`config.mk`:
```
export PLATFORM = sky130hd
export DESIGN_NAME = windowed_mean_filter
export DESIGN_NICKNAME = d
export VERILOG_FILES = /design/src/rtl/avg_pkg.sv /design/src/rtl/sample_ring_buffer.sv /design/src/rtl/windowed_mean_filter.sv
export SDC_FILE = /design/constraint.sdc
export NUM_CORES = 1
export LEC_CHECK = 0
export CORE_MARGIN = 5
export CORE_UTILIZATION = 60
export DETAILED_ROUTE_END_ITERATION = 8
export PLACE_DENSITY = 0.79
export SYNTH_ARGS = -nofsm -noshare
export SYNTH_HDL_FRONTEND = slang
export SYNTH_HIERARCHICAL = 1
export SYNTH_SLANG_ARGS = --single-unit
```
`constraint.sdc`:
```
create_clock -name clk -period 4.94 [get_ports clk]
set_input_delay 0.988 -clock clk [delete_from_list [all_inputs] [get_ports clk]]
set_output_delay 0.988 -clock clk [all_outputs]
set_load 0.01 [all_outputs]
```
`src/rtl/avg_pkg.sv`:
```
// ---------------------------------------------------------------------------
// avg_pkg
//   Shared definitions for the windowed mean filter and its ring buffer:
//   the accumulator width helper, the legal window-depth range and the
//   rounding-mode constants.
//   No ports (package).
// ---------------------------------------------------------------------------
package avg_pkg;

   // Legal range for DEPTH_LOG2; the window holds 2**DEPTH_LOG2 samples.
   localparam int DEPTH_LOG2_MIN = 1;
   localparam int DEPTH_LOG2_MAX = 8;

   // Rounding modes applied before the divide-by-depth shift.
   localparam int ROUND_FLOOR   = 0;
   localparam int ROUND_HALF_UP = 1;

   // A sum of 2**depth_log2 values of data_w bits fits exactly in this width.
   function automatic int acc_width(input int data_w, input int depth_log2);
      return data_w + depth_log2;
   endfunction

endpackage

```
`src/rtl/sample_ring_buffer.sv`:
```
// ---------------------------------------------------------------------------
// sample_ring_buffer
//   DEPTH x DATA_W circular sample store. Each write lands at the write
//   pointer, which then advances and wraps. The entry under the pointer
//   (the oldest sample once the window is full) is read combinationally.
//
//   Ports:
//     i_clk      rising-edge clock
//     i_rst      asynchronous active-high reset (pointer only)
//     i_clear    synchronous pointer reset
//     i_wr_en    write i_wr_data at the pointer and advance
//     i_wr_data  sample to store
//     o_rd_data  entry currently under the write pointer
// ---------------------------------------------------------------------------
module sample_ring_buffer
   import avg_pkg::*;
#(
   parameter int DATA_W     = 8,
   parameter int DEPTH_LOG2 = 3
)(
   input  logic              i_clk,
   input  logic              i_rst,
   input  logic              i_clear,
   input  logic              i_wr_en,
   input  logic [DATA_W-1:0] i_wr_data,
   output logic [DATA_W-1:0] o_rd_data
);

   localparam int DEPTH = 1 << DEPTH_LOG2;

   logic [DATA_W-1:0]     r_mem [DEPTH];
   logic [DEPTH_LOG2-1:0] r_wr_ptr;

   // Write pointer: the pointer width equals log2(DEPTH), so the natural
   // binary overflow gives the modulo-DEPTH wrap for free.
   always_ff @(posedge i_clk or posedge i_rst) begin
      if (i_rst) begin
         r_wr_ptr <= '0;
      end else if (i_clear) begin
         r_wr_ptr <= '0;
      end else if (i_wr_en) begin
         r_wr_ptr <= r_wr_ptr + 1'b1;
      end
   end

   // Sample storage is deliberately not reset; the fill counter in the
   // parent masks any stale entries until they have been overwritten.
   always_ff @(posedge i_clk) begin
      if (i_wr_en) begin
         r_mem[r_wr_ptr] <= i_wr_data;
      end
   end

   assign o_rd_data = r_mem[r_wr_ptr];

endmodule

```
`src/rtl/windowed_mean_filter.sv`:
```
// ---------------------------------------------------------------------------
// windowed_mean_filter
//   Sliding-window moving average over the last 2**DEPTH_LOG2 accepted
//   samples of an unsigned stream, with a running accumulator, optional
//   warm-up output (PRIME) and optional round-half-up (ROUND).
//
//   Ports:
//     clk        rising-edge clock
//     rst        asynchronous active-high reset
//     clear      synchronous flush of the window state
//     in_valid   in_data is accepted this cycle
//     in_data    unsigned sample
//     out_valid  single-cycle pulse, out_mean holds a new result
//     out_mean   window mean (holds while out_valid is low)
//     win_full   a full window of samples is held since reset/clear
// ---------------------------------------------------------------------------
module windowed_mean_filter
   import avg_pkg::*;
#(
   parameter int DATA_W     = 8,
   parameter int DEPTH_LOG2 = 3,
   parameter int PRIME      = 0,
   parameter int ROUND      = ROUND_FLOOR
)(
   input  logic              clk,
   input  logic              rst,
   input  logic              clear,
   input  logic              in_valid,
   input  logic [DATA_W-1:0] in_data,
   output logic              out_valid,
   output logic [DATA_W-1:0] out_mean,
   output logic              win_full
);

   localparam int ACC_W          = acc_width(DATA_W, DEPTH_LOG2);
   localparam int ROUND_BIAS_INT = (ROUND == ROUND_HALF_UP) ? (1 << (DEPTH_LOG2 - 1)) : 0;

   localparam logic [ACC_W:0]      ROUND_BIAS = (ACC_W + 1)'(ROUND_BIAS_INT);
   localparam logic [ACC_W:0]      MEAN_MAX   = {{(DEPTH_LOG2 + 1){1'b0}}, {DATA_W{1'b1}}};
   localparam logic [DEPTH_LOG2:0] DEPTH_CNT  = {1'b1, {DEPTH_LOG2{1'b0}}};

   logic [ACC_W-1:0]      r_acc;
   logic [DEPTH_LOG2:0]   r_fill;
   logic                  r_out_valid;
   logic [DATA_W-1:0]     r_out_mean;
   logic                  r_win_full;

   logic                  w_wr_en;
   logic [DATA_W-1:0]     w_rd_data;
   logic                  w_full_now;
   logic [DEPTH_LOG2:0]   w_fill_n;
   logic [ACC_W-1:0]      w_in_ext;
   logic [ACC_W-1:0]      w_oldest_ext;
   logic [ACC_W-1:0]      w_acc_n;
   logic [ACC_W:0]        w_sum;
   logic [ACC_W:0]        w_shifted;
   logic [DATA_W-1:0]     w_mean;
   logic                  w_emit;

   // A clear in the same cycle as a sample discards that sample entirely,
   // so the buffer must not see the write either.
   assign w_wr_en = in_valid & ~clear;

   sample_ring_buffer #(
      .DATA_W     (DATA_W),
      .DEPTH_LOG2 (DEPTH_LOG2)
   ) u_ring (
      .i_clk     (clk),
      .i_rst     (rst),
      .i_clear   (clear),
      .i_wr_en   (w_wr_en),
      .i_wr_data (in_data),
      .o_rd_data (w_rd_data)
   );

   // Next accumulator value: add the new sample and, once the window is
   // full, subtract the sample it displaces. While filling, the slot under
   // the pointer is stale and is treated as zero. The sum never exceeds
   // DEPTH * (2**DATA_W - 1), so ACC_W bits cannot wrap.
   assign w_full_now   = (r_fill == DEPTH_CNT);
   assign w_fill_n     = w_full_now ? r_fill : r_fill + 1'b1;
   assign w_in_ext     = {{DEPTH_LOG2{1'b0}}, in_data};
   assign w_oldest_ext = w_full_now ? {{DEPTH_LOG2{1'b0}}, w_rd_data} : '0;
   assign w_acc_n      = r_acc + w_in_ext - w_oldest_ext;

   // Rounding bias is added one bit wider than the accumulator so the
   // largest possible sum plus bias cannot wrap before the divide.
   assign w_sum     = {1'b0, w_acc_n} + ROUND_BIAS;
   assign w_shifted = w_sum >> DEPTH_LOG2;
   assign w_mean    = (w_shifted > MEAN_MAX) ? {DATA_W{1'b1}} : w_shifted[DATA_W-1:0];

   // In warm-up mode every accepted sample produces a result; otherwise
   // results start only once the window is full.
   assign w_emit = (PRIME != 0) || (w_fill_n == DEPTH_CNT);

   // Window state and output registers. clear wins over in_valid and leaves
   // out_mean untouched; idle cycles hold everything except the valid pulse.
   always_ff @(posedge clk or posedge rst) begin
      if (rst) begin
         r_acc       <= '0;
         r_fill      <= '0;
         r_out_valid <= 1'b0;
         r_out_mean  <= '0;
         r_win_full  <= 1'b0;
      end else if (clear) begin
         r_acc       <= '0;
         r_fill      <= '0;
         r_out_valid <= 1'b0;
         r_win_full  <= 1'b0;
      end else if (in_valid) begin
         r_acc       <= w_acc_n;
         r_fill      <= w_fill_n;
         r_win_full  <= (w_fill_n == DEPTH_CNT);
         r_out_valid <= w_emit;
         if (w_emit) begin
            r_out_mean <= w_mean;
         end
      end else begin
         r_out_valid <= 1'b0;
      end
   end

   assign out_valid = r_out_valid;
   assign out_mean  = r_out_mean;
   assign win_full  = r_win_full;

endmodule

```
-- Yosys cells after proc, flatten, opt, wreduce, memory -nomap -nowiden
Memories as Yosys holds them, arrays and structs flattened.
Index checks and enable logic that the tools add are counted.
- output and inout bits: 10
- bits in writable memories: 64
- flip-flop bits (word level): 28
- memories kept: 1
- input port bits: 12
- memories (name ; depth ; bits a word ; read ports ; clocked after Yosys merged registers in ; write ports ; line ; text):
    u_ring.r_mem ; 8 ; 8 ; 1 ; 0 ; 1 ; sample_ring_buffer.sv:31 ; logic [DATA_W-1:0] r_mem [DEPTH];
- bitwise gates (word level): 2
- reduce and logical (&&, ||, !) cells: 3
- multiplexer cells: 15
- equality and inequality tests: 2
- add/sub/neg operators: 4
- order comparisons: 1
- operators by type and width (kind ; count):
    two-way mux 11 bit ; 2
    two-way mux 8 bit ; 2
    two-way mux 4 bit ; 3
    adder 11 x 8 -> 11 bit ; 1
    subtractor 11 x 8 -> 11 bit ; 1
    == test 4 bit, second input constant ; 2
    greater-than comparator 8 bit, second input constant ; 1
    two-way mux 1 bit ; 6
    two-way mux 3 bit ; 2
    adder 4 x 1 -> 4 bit, second input constant ; 1
    nonzero test 2 bit ; 2
    adder 3 x 1 -> 3 bit, second input constant ; 1
    AND reduction 3 bit ; 1
    bitwise AND 1 bit ; 1
    NOT 1 bit ; 1

-- Depth between registers and ports, before layout
- depth after elaboration: 5
- gate-level depth with buffers: 17
- gate-level depth less buffers: 16

-- Modules after synthesis
The synthesis kept the hierarchy.
- by module, submodules not included (module ; cells each ; sequential area each (µm²) ; times used ; area each (µm²)):
    sample_ring_buffer ; 152 ; 1996.9 ; 1 ; 2700.1
    windowed_mean_filter ; 201 ; 625.6 ; 1 ; 1859.3

-- Worst setup path after synthesis
OpenSTA, ideal clock, no wires.
- path type: reg2reg
- from: reg u_ring.r_wr_ptr[0]
- to: reg r_acc[9]
- cell stages (with the launch flop): 14
- library setup time: 0.104 ns
- data arrival time: 3.539 ns
- path buffers: 1
- required time: 4.836 ns
- setup slack: 1.297 ns
- cell sequence: dfrtp_1 -> buf_6 -> mux4_1 -> mux2_2 -> and2_1 -> fa_1 -> inv_1 -> ha_1 -> a21o_1 -> and4_1 -> a311oi_2 -> o21ai_2 -> or4b_1 -> o311ai_1
- word-level cells in the longest chain between the ends: 5
- RTL lines (what ; line ; text):
    start: declaration ; sample_ring_buffer.sv:32 ; logic [DEPTH_LOG2-1:0] r_wr_ptr;
    start signal: assignment ; sample_ring_buffer.sv:42 ; r_wr_ptr <= r_wr_ptr + 1'b1;
    memory (8 x 8 bit) ; - ;
    named net w_rd_data[1] ; windowed_mean_filter.sv:49 ; logic [DATA_W-1:0] w_rd_data;
    two-way mux 8 bit ; windowed_mean_filter.sv:83 ; assign w_oldest_ext = w_full_now ? {{DEPTH_LOG2{1'b0}}, w_rd_data} : '0;
    subtractor 11 x 8 -> 11 bit ; windowed_mean_filter.sv:84 ; assign w_acc_n = r_acc + w_in_ext - w_oldest_ext;
    two-way mux 11 bit ; windowed_mean_filter.sv:110 ; end else if (in_valid) begin
    two-way mux 11 bit ; windowed_mean_filter.sv:105 ; end else if (clear) begin
    end signal: assignment ; windowed_mean_filter.sv:111 ; r_acc <= w_acc_n;
    end: declaration ; windowed_mean_filter.sv:42 ; logic [ACC_W-1:0] r_acc;
The timed path passes the listed nets, and every way through them passes these cells. The select of a mux whose other input is x is not followed.
A chain may end at the register's enable or synchronous reset.

-- Worst setup path after layout
- from: reg u_ring.r_wr_ptr[1]
- to: reg r_out_mean[7], in the netlist out_mean[7]
- word-level cells in the longest chain between the ends: 5
- RTL lines (what ; line ; text):
    memory (8 x 8 bit) (*) ; - ;
    named net w_rd_data[0] ; windowed_mean_filter.sv:49 ;
    two-way mux 8 bit (*) ; windowed_mean_filter.sv:83 ;
    subtractor 11 x 8 -> 11 bit (*) ; windowed_mean_filter.sv:84 ;
    greater-than comparator 8 bit ; windowed_mean_filter.sv:90 ; assign w_mean = (w_shifted > MEAN_MAX) ? {DATA_W{1'b1}} : w_shifted[DATA_W-1:0];
    two-way mux 8 bit (*) ; windowed_mean_filter.sv:90 ;
    end signal: assignment ; windowed_mean_filter.sv:116 ; r_out_mean <= w_mean;
    end: declaration ; windowed_mean_filter.sv:45 ; logic [DATA_W-1:0] r_out_mean;
The timed path passes the listed nets; every way through them passes the cells marked *.

==> results.py <==
metrics = {
    "outcome": {
        "status": "complete, no violations",
    },
    "placed_design": {
        "dp_cells": 468,
        "worst_setup_slack_after_placement_ns": 0.7415,
        "dpl_cell_area_um2": 4887,
        "dp_hpwl_um": 5964,
        "port_buffer_count": 21,
        "gp_congestion": 0.8470,
    },
    "logic_synthesis": {
        "post_synth_num_cell_types": 44,
        "synthesis.area_per_instance_um2": 12.92,
        "yosys_most_used_dff": "sky130_fd_sc_hd__edfxtp_1",
        "synth_warnings": 6,
        "netlist_instances": 353,
        "synthesis.area_um2": 4559,
        "synth_edf_count": 64,
        "syn-num-nets": 387,
        "post_synthesis_sequential_area_ratio_pct": 57.52,
        "synth-seq-cells": 92,
        "asyncSetResetFlopFracSynth_pct": 30.43,
    },
    "clocking": {
        "clk_pin_slew_ns": 0.09,
        "clock_tree_from_tritoncts": "done",
        "tritoncts.num_buffers": 9,
        "clk_latency_ns": 0.35,
        "number_of_buffers_on_the_longest_clock_path": 2,
        "post-cts-setup-buffer-count": 0,
        "htree_levels": 3,
        "cts_hold_buf": 0,
        "clockRootBuffer": "sky130_fd_sc_hd__clkbuf_8",
        "postCtsResizedCells": 0,
        "cts.sinks": 92,
    },
    "routing": {
        "drt.antenna.violating_nets": 0,
        "first_pass_iters": 4,
        "vias_per_cell": 5.632,
        "remaining_drc_errors": 0,
        "postRouteWirelength_um": 8428,
        "vias": 2726,
        "detailedRoute.firstIterationViolations": 127,
        "wl_per_cell_um": 17.41,
    },
    "finish": {
        "fillers": 502,
        "antenna_cells_inserted": 0,
        "drive_above_1_share_pct": 11.43,
        "area.growth.synth_to_final_pct": 10.89,
        "area.sequential_um2": 2623,
        "most-common-layout-cells": "sky130_fd_sc_hd__edfxtp_1, sky130_fd_sc_hd__inv_1, sky130_fd_sc_hd__nor2_1, sky130_fd_sc_hd__dfrtp_1, sky130_fd_sc_hd__clkdlybuf4s50_1",
        "final-instance-count-excl-fill": 484,
        "final_area_um2": 5056,
        "multiInputGateArea_um2": 1683,
        "num-nets-final": 414,
        "layout_commonest_cell": "sky130_fd_sc_hd__edfxtp_1",
    },
    "timing": {
        "post-route-min-period_ns": 4.090,
        "setup_slack_ns": 0.8502,
        "setup_viol_count_final": 0,
        "fmax_mhz": 244.5,
        "timing.final.hold_violations": 0,
        "max_slew.worst_pin.slew_ns": 0.9738,
        "clock-skew-final_ns": 0.01039,
        "period_utilization_pct": 82.79,
        "slew-limit-headroom_pct": 35.01,
        "fin_setup_tns_ns": 0,
        "slew_violations": 0,
        "unrepaired_setup_endpoints_after_global_routing": "no",
    },
    "floorplanning": {
        "die-area_um2": 9442,
        "effective_utilization_at_floorplan_pct": 62.19,
        "core-area_um2": 7331,
        "i_o_pin_count": 22,
        "die_h_um": 97.17,
        "floorplan.die.width_um": 97.17,
        "placement_rows": 31,
    },
    "grt": {
        "globalRouteOverflowTotal": 0,
        "grt_pass1_wl_um": 14170,
        "grt_antenna_before_repair": 0,
        "grt_max_degree": 28,
        "grt.total_usage_pct": 19.17,
        "number_of_global_route_vias_before_repair": 2869,
    },
    "pwr": {
        "internal-power_mw": 1.259,
        "cellPowerDensity_nw_per_um2": 358.4,
        "pwr-share-clk_pct": 24.4,
        "worst_ir_drop_vdd_mv": 0.2364,
        "static-leakage-power_nw": 2.010,
        "net-switching-power_mw": 0.5529,
        "netSwitchingFraction_pct": 30.51,
        "seq_power_share_pct": 48.5,
        "total_power_mw": 1.812,
        "pwr-share-comb_pct": 27.1,
    },
    "worst_setup_path": {
        "critPathMaxStageDelay_ns": 0.68,
        "crit_path_max_fanout": 23,
        "crit_slowest_cell": "sky130_fd_sc_hd__dfrtp_1",
        "crit_required_ns": 5.19,
        "endpoint_kind": "register",
        "path_cells": "buf_4 > mux2i_1 > o21a_1 > o211ai_1 > and2_1 > ha_1 > inv_1 > ha_1 > inv_1 > fa_1 > nor2b_1 > o2111ai_1 > a31oi_1 > mux2i_1 > xnor2_1 > mux2_2",
        "worst_setup_path_start_kind": "register",
        "worstPathArrival_ns": 4.34,
        "timing.setup.critical_path_class": "register to register",
    },
    "min_path": {
        "hold_crit_path_type": "register to register",
    },
    "flow_run": {
        "max_cap_violations": 0,
    },
}
==> power by group through the flow <==
stage | clock network [mW] | logic, mW | registers (mW)
3_3_place_gp | 0 | 0.474 | 0.894
4_1_cts | 0.450 | 0.492 | 0.879
6_report | 0.442 | 0.491 | 0.879
5_1_grt | 0.484 | 0.556 | 0.883
2_1_floorplan | 0 | 0.390 | 0.888
3_5_place_dp | 0 | 0.487 | 0.896
==> worst paths after layout <==
kind | from | endpoint | slack (ns) | cells after the start
worst min-delay path | win_full | win_full | 0.48 | 2
min in group asynchronous | rst | u_ring/r_wr_ptr[2] | 0.85 | 2
worst min register to register | win_full | win_full | 0.48 | 2
max in group asynchronous | rst | out_mean[0] | 3.14 | 2
worst max-delay path | u_ring/r_wr_ptr[1] | out_mean[7] | 0.85 | 16
worst max register to register | u_ring/r_wr_ptr[1] | out_mean[7] | 0.85 | 16
==> flip-flops by register name, indices dropped and copies added (netlist names) <==
signal and count:
win_full 1, r_acc 11, r_fill 4, u_ring/r_mem 64
out_valid 1, out_mean 8, u_ring/r_wr_ptr 3
==> layer usage <==
layer / global-route usage (%) / vias up / routed length (um)
li1: - / 1295 / -
met1: 25.25 / 1364 / 3668
met2: 32.11 / 54 / 4214
met3: 2.728 / 13 / 408
met4: 7.775 / 0 / 137
met5: 0 / - / 0
==> cell type report <==
cell class	instances	area share [%]
Clock inverter	5	0.7424
Timing Repair Buffer	31	5.642
Inverter	46	3.415
Multi-Input combinational cell	200	33.28
Clock buffer	11	2.598
Sequential cell	92	51.87
Tap cell	99	2.450
==> synthesized netlist by cell type (2+ instances only) <==
| cell type | n | area (um^2) |
|---|---|---|
| sky130_fd_sc_hd__buf_6 | 2 | 22.52 |
| sky130_fd_sc_hd__o21a_1 | 5 | 37.54 |
| sky130_fd_sc_hd__mux4_2 | 6 | 135.1 |
| sky130_fd_sc_hd__xor2_1 | 6 | 52.55 |
| sky130_fd_sc_hd__a21o_1 | 3 | 22.52 |
| sky130_fd_sc_hd__nand2b_1 | 6 | 37.54 |
| sky130_fd_sc_hd__nor3b_1 | 3 | 22.52 |
| sky130_fd_sc_hd__fa_1 | 8 | 160.2 |
| sky130_fd_sc_hd__a21oi_1 | 10 | 50.05 |
| sky130_fd_sc_hd__nor2_1 | 28 | 105.1 |
| sky130_fd_sc_hd__dfrtp_1 | 28 | 700.7 |
| sky130_fd_sc_hd__nor3_1 | 4 | 20.02 |
| sky130_fd_sc_hd__and3_1 | 3 | 18.77 |
| sky130_fd_sc_hd__buf_2 | 5 | 25.02 |
| sky130_fd_sc_hd__inv_1 | 46 | 172.7 |
| sky130_fd_sc_hd__o21ai_1 | 3 | 15.01 |
| sky130_fd_sc_hd__mux4_1 | 2 | 52.55 |
| sky130_fd_sc_hd__mux2i_1 | 19 | 190.2 |
| sky130_fd_sc_hd__xnor2_1 | 12 | 105.1 |
| sky130_fd_sc_hd__edfxtp_1 | 64 | 1922 |
| sky130_fd_sc_hd__ha_1 | 14 | 175.2 |
| sky130_fd_sc_hd__o21ai_0 | 4 | 20.02 |
| sky130_fd_sc_hd__and2_1 | 9 | 56.30 |
| sky130_fd_sc_hd__o32a_1 | 3 | 30.03 |
| sky130_fd_sc_hd__nand2_1 | 13 | 48.80 |
| sky130_fd_sc_hd__mux2_2 | 12 | 135.1 |
| sky130_fd_sc_hd__nand3_1 | 9 | 45.04 |
| sky130_fd_sc_hd__clkbuf_1 | 7 | 26.28 |
| sky130_fd_sc_hd__o211ai_1 | 4 | 30.03 |
==> kinds of logic (layout without fill, tap and decap cells) <==
| logic type | after synthesis | count (layout) | synth area share, % |
|---|---|---|---|
| simple gates | 79 | 79 | 8.452 |
| fa+ha+maj | 22 | 22 | 7.355 |
| mux | 39 | 39 | 11.25 |
| buf+inv | 61 | 93 | 5.571 |
| compound gates | 42 | 42 | 6.395 |
| flops | 92 | 92 | 57.52 |
| xor+xnor | 18 | 18 | 3.458 |
==> critical path, delay by kind of cell (launching register included) <==
kind | cells | cell delay, ns
multiplexers | 3 | 0.80
adder cells (fa/ha/maj) | 3 | 0.84
flip-flops | 1 | 0.68
AND/OR/NAND/NOR | 2 | 0.33
buffers and inverters | 3 | 0.52
AO/OA/AOI/OAI | 4 | 0.72
XOR/XNOR | 1 | 0.08
==> stage by stage <==
stage | utilization, % | hold WS, ns
after floorplan | - | 0.4863
after global placement | 66.67 | 0.4609
after detailed placement | 66.67 | 0.4681
after CTS | 68.97 | 0.4894
after global routing | 68.97 | 0.5278
final | 68.97 | 0.4832
(Power assumes the default switching activity.)
